===== src/rtl/nonce_scheduler_if.sv =====
`default_nettype none
// ============================================================================
//  Module      : nonce_scheduler_if
//  Description : Control and status bundle between the host-side job control,
//                the shapool hashing datapath and nonce_scheduler.
//  Revision    : 1.0 - initial release
// ============================================================================
interface nonce_scheduler_if #(
  parameter int NONCE_WIDTH = 32
);
  // Job control from external_io
  logic                   start;
  logic                   halt;
  logic [NONCE_WIDTH-1:0] nonce_start;
  logic [NONCE_WIDTH-1:0] nonce_end;
  // Datapath handshake with shapool
  logic                   core_success;
  logic                   core_en;
  logic                   core_clear;
  logic [NONCE_WIDTH-1:0] nonce;
  // Job status
  logic                   busy;
  logic                   found;
  logic                   exhausted;
  logic [NONCE_WIDTH-1:0] found_nonce;

  // Side that owns the job: issues commands, observes status
  modport master (
    output start, halt, nonce_start, nonce_end, core_success,
    input  core_en, core_clear, nonce, busy, found, exhausted, found_nonce
  );

  // The scheduler itself
  modport slave (
    input  start, halt, nonce_start, nonce_end, core_success,
    output core_en, core_clear, nonce, busy, found, exhausted, found_nonce
  );
endinterface
`default_nettype wire


===== src/rtl/nonce_scheduler.sv =====
`default_nettype none
// ============================================================================
//  Module      : nonce_scheduler
//  Description : Sequences shapool for one job: clear, batch-wise enable,
//                nonce advance over an inclusive (possibly wrapping) range,
//                and re-alignment of the pipelined success flag to the nonce
//                of the previous batch.
//  Revision    : 1.0 - initial release
// ============================================================================
module nonce_scheduler #(
  parameter int NONCE_WIDTH = 32,
  parameter int ROUNDS      = 64
) (
  input  wire logic          clk,
  input  wire logic          reset_n,
  nonce_scheduler_if.slave   bus
);

  localparam int                  c_rnd_w    = (ROUNDS > 1) ? $clog2(ROUNDS) : 1;
  localparam logic [c_rnd_w-1:0] c_rnd_last = c_rnd_w'(ROUNDS - 1);

  typedef enum logic [2:0] {
    S_IDLE      = 3'd0,
    S_CLEAR     = 3'd1,
    S_RUN       = 3'd2,
    S_DRAIN     = 3'd3,
    S_FOUND     = 3'd4,
    S_EXHAUSTED = 3'd5
  } state_t;

  state_t                 r_state;
  logic [c_rnd_w-1:0]     r_rnd;
  logic [NONCE_WIDTH-1:0] r_end;
  logic [NONCE_WIDTH-1:0] r_prev_nonce;
  logic                   r_primed;
  logic [NONCE_WIDTH-1:0] r_nonce;
  logic [NONCE_WIDTH-1:0] r_found_nonce;
  logic                   r_core_en;
  logic                   r_core_clear;
  logic                   r_busy;
  logic                   r_found;
  logic                   r_exhausted;

  logic                   w_boundary;

  // Last round of the current batch: the only cycle core_success is meaningful
  assign w_boundary = (r_rnd == c_rnd_last);

  // Job sequencer; every output is a register updated here
  always_ff @(posedge clk) begin
    if (!reset_n) begin
      r_state       <= S_IDLE;
      r_rnd         <= '0;
      r_end         <= '0;
      r_prev_nonce  <= '0;
      r_primed      <= 1'b0;
      r_nonce       <= '0;
      r_found_nonce <= '0;
      r_core_en     <= 1'b0;
      r_core_clear  <= 1'b0;
      r_busy        <= 1'b0;
      r_found       <= 1'b0;
      r_exhausted   <= 1'b0;
    end else begin
      case (r_state)
        S_IDLE, S_FOUND, S_EXHAUSTED: begin
          // halt is deliberately not looked at here, so start always wins
          if (bus.start) begin
            r_state      <= S_CLEAR;
            r_nonce      <= bus.nonce_start;
            r_end        <= bus.nonce_end;
            r_found      <= 1'b0;
            r_exhausted  <= 1'b0;
            r_primed     <= 1'b0;
            r_rnd        <= '0;
            r_core_clear <= 1'b1;
            r_busy       <= 1'b1;
          end
        end

        S_CLEAR: begin
          r_core_clear <= 1'b0;
          if (bus.halt) begin
            r_state <= S_IDLE;
            r_busy  <= 1'b0;
          end else begin
            r_state   <= S_RUN;
            r_core_en <= 1'b1;
          end
        end

        S_RUN, S_DRAIN: begin
          // Boundary results outrank halt; halt outranks plain batch advance
          if (w_boundary && r_primed && bus.core_success) begin
            // Success seen now belongs to the batch before this one
            r_state       <= S_FOUND;
            r_found       <= 1'b1;
            r_found_nonce <= r_prev_nonce;
            r_core_en     <= 1'b0;
            r_busy        <= 1'b0;
            r_prev_nonce  <= r_nonce;
            r_primed      <= 1'b1;
            r_rnd         <= '0;
          end else if (w_boundary && (r_state == S_DRAIN)) begin
            r_state      <= S_EXHAUSTED;
            r_exhausted  <= 1'b1;
            r_core_en    <= 1'b0;
            r_busy       <= 1'b0;
            r_prev_nonce <= r_nonce;
            r_primed     <= 1'b1;
            r_rnd        <= '0;
          end else if (bus.halt) begin
            r_state   <= S_IDLE;
            r_core_en <= 1'b0;
            r_busy    <= 1'b0;
          end else if (w_boundary) begin
            // Last nonce issued: one extra batch flushes its result out
            if (r_nonce == r_end) begin
              r_state <= S_DRAIN;
            end else begin
              r_nonce <= r_nonce + NONCE_WIDTH'(1);
            end
            r_prev_nonce <= r_nonce;
            r_primed     <= 1'b1;
            r_rnd        <= '0;
          end else begin
            r_rnd <= r_rnd + c_rnd_w'(1);
          end
        end

        default: begin
          r_state      <= S_IDLE;
          r_core_en    <= 1'b0;
          r_core_clear <= 1'b0;
          r_busy       <= 1'b0;
        end
      endcase
    end
  end

  assign bus.core_en     = r_core_en;
  assign bus.core_clear  = r_core_clear;
  assign bus.nonce       = r_nonce;
  assign bus.busy        = r_busy;
  assign bus.found       = r_found;
  assign bus.exhausted   = r_exhausted;
  assign bus.found_nonce = r_found_nonce;

endmodule
`default_nettype wire


===== src/flat_wrapper.sv =====
// flat-port wrapper written by rule: the top's interface ports become plain ports
module nonce_scheduler_flat 
#(
  parameter int NONCE_WIDTH = 32,
  parameter int ROUNDS      = 64
)
  (clk, reset_n, bus_start, bus_halt, bus_nonce_start, bus_nonce_end, bus_core_success, bus_core_en, bus_core_clear, bus_nonce, bus_busy, bus_found, bus_exhausted, bus_found_nonce);
  nonce_scheduler_if #(.NONCE_WIDTH(NONCE_WIDTH)) bus_i ();
  input  wire logic clk;
  input  wire logic reset_n;
  input wire logic [$bits(bus_i.start)-1:0] bus_start;
  input wire logic [$bits(bus_i.halt)-1:0] bus_halt;
  input wire logic [$bits(bus_i.nonce_start)-1:0] bus_nonce_start;
  input wire logic [$bits(bus_i.nonce_end)-1:0] bus_nonce_end;
  input wire logic [$bits(bus_i.core_success)-1:0] bus_core_success;
  output wire logic [$bits(bus_i.core_en)-1:0] bus_core_en;
  output wire logic [$bits(bus_i.core_clear)-1:0] bus_core_clear;
  output wire logic [$bits(bus_i.nonce)-1:0] bus_nonce;
  output wire logic [$bits(bus_i.busy)-1:0] bus_busy;
  output wire logic [$bits(bus_i.found)-1:0] bus_found;
  output wire logic [$bits(bus_i.exhausted)-1:0] bus_exhausted;
  output wire logic [$bits(bus_i.found_nonce)-1:0] bus_found_nonce;
  assign bus_i.start = bus_start;
  assign bus_i.halt = bus_halt;
  assign bus_i.nonce_start = bus_nonce_start;
  assign bus_i.nonce_end = bus_nonce_end;
  assign bus_i.core_success = bus_core_success;
  assign bus_core_en = bus_i.core_en;
  assign bus_core_clear = bus_i.core_clear;
  assign bus_nonce = bus_i.nonce;
  assign bus_busy = bus_i.busy;
  assign bus_found = bus_i.found;
  assign bus_exhausted = bus_i.exhausted;
  assign bus_found_nonce = bus_i.found_nonce;
  nonce_scheduler #(.NONCE_WIDTH(NONCE_WIDTH), .ROUNDS(ROUNDS)) u_core (.clk(clk), .reset_n(reset_n), .bus(bus_i));
endmodule

===== config.mk =====
export PLATFORM = sky130hd
export DESIGN_NAME = nonce_scheduler_flat
export DESIGN_NICKNAME = d
export VERILOG_FILES = /design/src/rtl/nonce_scheduler_if.sv /design/src/rtl/nonce_scheduler.sv /design/src/flat_wrapper.sv
export SDC_FILE = /design/constraint.sdc
export NUM_CORES = 1
export LEC_CHECK = 0
export CAP_MARGIN = 20
export CORE_MARGIN = 3
export CORE_UTILIZATION = 55
export DETAILED_ROUTE_END_ITERATION = 10
export GPL_TIMING_DRIVEN = 0
export PLACE_DENSITY = 0.85
export SETUP_SLACK_MARGIN = 0.3
export SLEW_MARGIN = 5
export SYNTH_ARGS = -nofsm -noshare
export SYNTH_HDL_FRONTEND = slang
export SYNTH_SLANG_ARGS = --single-unit

===== constraint.sdc =====
create_clock -name clk -period 4 [get_ports clk]
set_input_delay 0.6 -clock clk [delete_from_list [all_inputs] [get_ports clk]]
set_output_delay 0.6 -clock clk [all_outputs]
set_load 0.005 [all_outputs]

### After elaboration in Yosys (flattened, before gate mapping)

Index checks and enable logic that the tools add are counted.

* memories: 0
* bits in latches: 0
* flip-flop bits (word level): 143
* RAM bits: 0
* word-level logic and storage cells: 104
* input bits: 69
* memory bits (read-only): 0
* output and inout bits: 69

* order comparisons: 0
* muxes and demuxes: 47
* reduce and logical (&&, ||, !) cells: 19
* div/mod/pow operators: 0
* add/subtract/negate cells: 2
* multiply operators: 0
* shifts and indexed selects: 0
* equality and inequality tests: 22
* bitwise operators: 2

Operators with widths (count)
* $mux 32: 10
* $pmux 32 s2: 1
* $add 32x1->32 const B: 1
* $eq 32x32->1: 1
* $mux 6: 5
* $mux 3: 6
* $mux 1: 16
* $reduce_and 3->1: 5
* $ne 2x2->1 const B: 6
* $pmux 6 s2: 1
* $ne 5x2->1 const B: 2
* $pmux 3 s3: 1
* $ne 4x2->1 const B: 2
* $pmux 1 s2: 4
* $reduce_and 4->1: 2
* $reduce_and 7->1: 1
* $add 6x1->6 const B: 1
* $eq 3x2->1 const B: 2
* $eq 3x3->1 const B: 2
* $eq 6x6->1 const B: 1
* $ne 2x1->1 const B: 3
* $pmux 1 s3: 2
* $reduce_and 2->1: 3
* $ne 4x1->1 const B: 1
* other kinds (10): 13

### Depth between registers and ports, before layout

* depth after elaboration: 7
* gate-level depth with buffers: 9
* gate-level depth less buffers: 7

### Worst setup path before layout

Ideal clock, no wire load.

* path type: reg-to-reg
* start point: register u_core.r_nonce[0] (netlist: u_core.bus.nonce[0])
* end point: register u_core.r_nonce[30] (netlist: u_core.bus.nonce[30])
* path slack: 2037 ps
* required time: 3876 ps
* arrival: 1839 ps
* clock period less this slack: 1963 ps
* buffers on the path: 0
* cell stages (with the launch flop): 8
* library setup time: 124 ps
* cells stage by stage: dfxtp_1 -> ha_1 -> nand3_1 -> or2_1 -> nor4_1 -> a311oi_1 -> a31oi_1 -> o22ai_1

* word-level cells in the longest chain between the ends: 7
* elaborated cells between the ends (all ways): 10
* classes of those cells: 1 x add/sub; 2 x eq/ne; 6 x mux; 1 x reduce/logical

Ends and longest elaborated chain
* start: declaration: RTL line nonce_scheduler.sv:36 `logic [NONCE_WIDTH-1:0] r_nonce;`
* start signal: assignment: RTL line nonce_scheduler.sv:70 `r_nonce <= bus.nonce_start;`
* start signal: assignment: RTL line nonce_scheduler.sv:121 `r_nonce <= r_nonce + NONCE_WIDTH'(1);`
* $add 32x1->32: RTL line nonce_scheduler.sv:121
* $mux 32: RTL line nonce_scheduler.sv:118 `if (r_nonce == r_end) begin`
* $mux 32: RTL line nonce_scheduler.sv:116 `end else if (w_boundary) begin`
* $mux 32: RTL line nonce_scheduler.sv:112 `end else if (bus.halt) begin`
* $mux 32: RTL line nonce_scheduler.sv:104 `end else if (w_boundary && (r_state == S_DRAIN)) begin`
* $mux 32: RTL line nonce_scheduler.sv:94 `if (w_boundary && r_primed && bus.core_success) begin`
* $pmux 32 s2: RTL line nonce_scheduler.sv:65 `case (r_state)`

Parallel ways exist; a longest one is shown, timed or not. The select of a mux whose other input is x is not followed.
A chain may end at the register's enable or synchronous reset.

### Worst setup path in the final report

Ends and elaborated chain as after synthesis.

==> metrics <==
Post-synth EDFFs=0; core area=11,600 µm²; status=finished clean; Ys Warns=0; Seq cells post-synth=around 140; final setup violating endpoints=0; layout cells sized above 1=0.0624; first-pass GRT wire length=36.1 mm; pin count of the biggest net entering global routing=17; WP data required=4.31 ns; sequential cell area fraction in the yosys report=0.430; asr flop ratio synth=0; max-slew violations=0; Worst-path clk slew=~0.060 ns; Buffers on Ports=about 140; slowest stage delay, CP=roughly 0.65 ns; filler cell count=909; vias in the first global route=a little under 7,000; aggregate global-route resource usage=0.354; RSZ-0062 raised after global routing=no; final WL=23.6 mm; Area Growth Syn to Fin=31.8%; # diodes=0; drt pass-1 iters=7; die footprint=13,500 µm²; worst slew pin tran=0.707 ns; H-tree levels=4; via count of the routed design=7,255; Syn Inst Count=roughly 870; CTS tree=built; WP data arrival=3.10 ns; Sum Neg Setup Slack=0 ns; worst path bufs/invs=0; worst-path fanout max=8; via-per-instance ratio=6.13; final clock skew=between 0.008 and 0.009 ns; WL per Instance=19.9 µm; Synthesized Nets=944; startpoint types=flop; fin crit share=0.699; Max Cap Viol=0; Slowest-stage cell, CP=nor4_1; pwr/cell area=about 420 nW/µm²; root buf cell=clkbuf_16; hold_ws=0.450 ns; PostCTS Resize Cnt=0; final hold vios=0; Unique masters post-synth=64; Die X=116 µm; Max IR drop VDD=403 µV; syn_area_per_cell=7.63 µm²; Cell Area, Synth=6660 µm²; Cell Rows=39; Residual DRC=0; CP delay by family, top=simple AND/OR/NAND/NOR gates; nets=1,099; crit path kind=flop to flop; clock sink count=143; GRT Residual Overflow=0; P_leak=3.21 nW; Antenna Nets Post-Route=0; Worst Hold Class=flop to flop; CP cell instances=ha_1, nand3_1, or2_1, nor4_1, a311oi_1, a31oi_1, o22ai_1; DP HPWL=between 15 and 20 mm; Final GP Congestion=0.994; Core Util, Final=0.756; Fmax=0.358 GHz; Vert. Die Dim=116 µm; Starting DRT DRC Count=920; Initial Util=0.573; CP Capture Type=flop; Hold Buf Count CTS=0; final setup margin=1.21 ns; I/O pins=138; pre-CTS setup slack=1.16 ns; initial antenna violation count=0; CTS buffer count=17; Clk Latency, worst-skew pair=0.43 ns; deepest clock path buffer count=2; Slew headroom=0.525; Most used DFF post-synth=dfxtp_1; postcts setup bufs=0; minimum clock period after layout=around 2.8 ns
## sequential cells by signal, indices dropped and copies added (netlist names), 3 cells and up
signal and cells:
u_core.bus.found_nonce 32, u_core.bus.nonce 32, u_core.r_end 32, u_core.r_prev_nonce 32, u_core.r_rnd 6, u_core.r_state 3
## area by class of cell
class	count	area, µm²	share of cell area
clock inverters	15	151	0.0173
multi-input cells	644	3420	0.390
clock buffers	17	425	0.0485
plain buffers	76	338	0.0385
well taps	143	179	0.0204
flip-flops and latches	143	2860	0.326
inverters	10	37.5	0.00428
repair buffers	136	1360	0.155
## synth_stat cells, types with 11 or more instances
master    count  share of area
o22ai_1      11          0.010
a22oi_1      12          0.014
o21ai_0      14          0.011
buf_2        17          0.013
and3_1       11          0.010
xor2_1       33          0.043
a21oi_1     142           0.11
nand2_1     255           0.14
nor2_1       24          0.014
o32ai_1      12          0.016
nor4_1       15          0.014
dfxtp_1     143           0.43
nand3_1      15          0.011
clkbuf_1     49          0.028
## metrics by stage
| stage | instance area (µm²) | total power [mW] | std cells |
|---|---|---|---|
| 6_report | 8780 | 3.66 | 1184 |
| 5_1_grt | 8780 | 3.77 | 1184 |
| 4_1_cts | 8780 | 3.64 | 1184 |
| 3_5_place_dp | 8200 | 2.12 | 1152 |
| 3_3_place_gp | 8200 | 2.11 | 1152 |
| 2_1_floorplan | 6660 | 1.85 | 873 |
## worst reg2reg max path, stage by stage, from the launching register on
cell and delay [ns]:
dfxtp_1 0.61, ha_1 0.28, nand3_1 0.21, or2_1 0.37
nor4_1 0.65, a311oi_1 0.25, a31oi_1 0.20, o22ai_1 0.10
## power by group
group	switching [mW]	total (mW)	internal (mW)
clock network	0.678	1.55	0.872
registers	0.0809	1.57	1.48
logic	0.305	0.547	0.241
## placed cells by master (no fill, tap or decap), types with 6 or more instances in the layout
master           netlist  layout
and3_1                11      11
nor4_1                15      15
dfxtp_1              143     143
o21ai_0               14      14
clkbuf_1              49      49
nand2_1              255     255
nor3_1                10      10
nor2_1                24      24
nand4_1               10      10
inv_1                  9       9
clkbuf_16              0      17
clkdlybuf4s50_1        0     136
o32ai_1               12      12
a21oi_1              142     142
buf_2                 17      17
o31ai_1               10      10
xor2_1                33      33
nand3_1               15      15
or3_1                  6       6
a22oi_1               12      12
o22ai_1               11      11
## per-layer routing
layer  GRT usage  share of wire
met2       0.538           0.44
met4       0.148          0.034
met5           0              0
met1       0.467           0.40
met3       0.111           0.12
## kinds of logic (layout without fill, tap and decap cells)
| group | Yosys count | count (layout) | synth area share |
|---|---|---|---|
| mux | 1 | 1 | 0.00150 |
| simple gates | 370 | 370 | 0.248 |
| flops | 143 | 143 | 0.430 |
| xor+xnor | 34 | 34 | 0.0447 |
| compound gates | 237 | 237 | 0.216 |
| fa+ha+maj | 2 | 2 | 0.00376 |
| buf+inv | 86 | 254 | 0.0564 |
## path summary, 6_finish.rpt
kind / end / slack (ns) / cells after the start / startpoint
max: u_core.bus.nonce[30] / 1.21 / 7 / u_core.bus.nonce[0]
min: u_core.bus.found_nonce[5] / 0.45 / 2 / u_core.r_prev_nonce[5]
max reg2reg: u_core.bus.nonce[30] / 1.21 / 7 / u_core.bus.nonce[0]
min reg2reg: u_core.bus.found_nonce[5] / 0.45 / 2 / u_core.r_prev_nonce[5]
(Power assumes the default switching activity.)
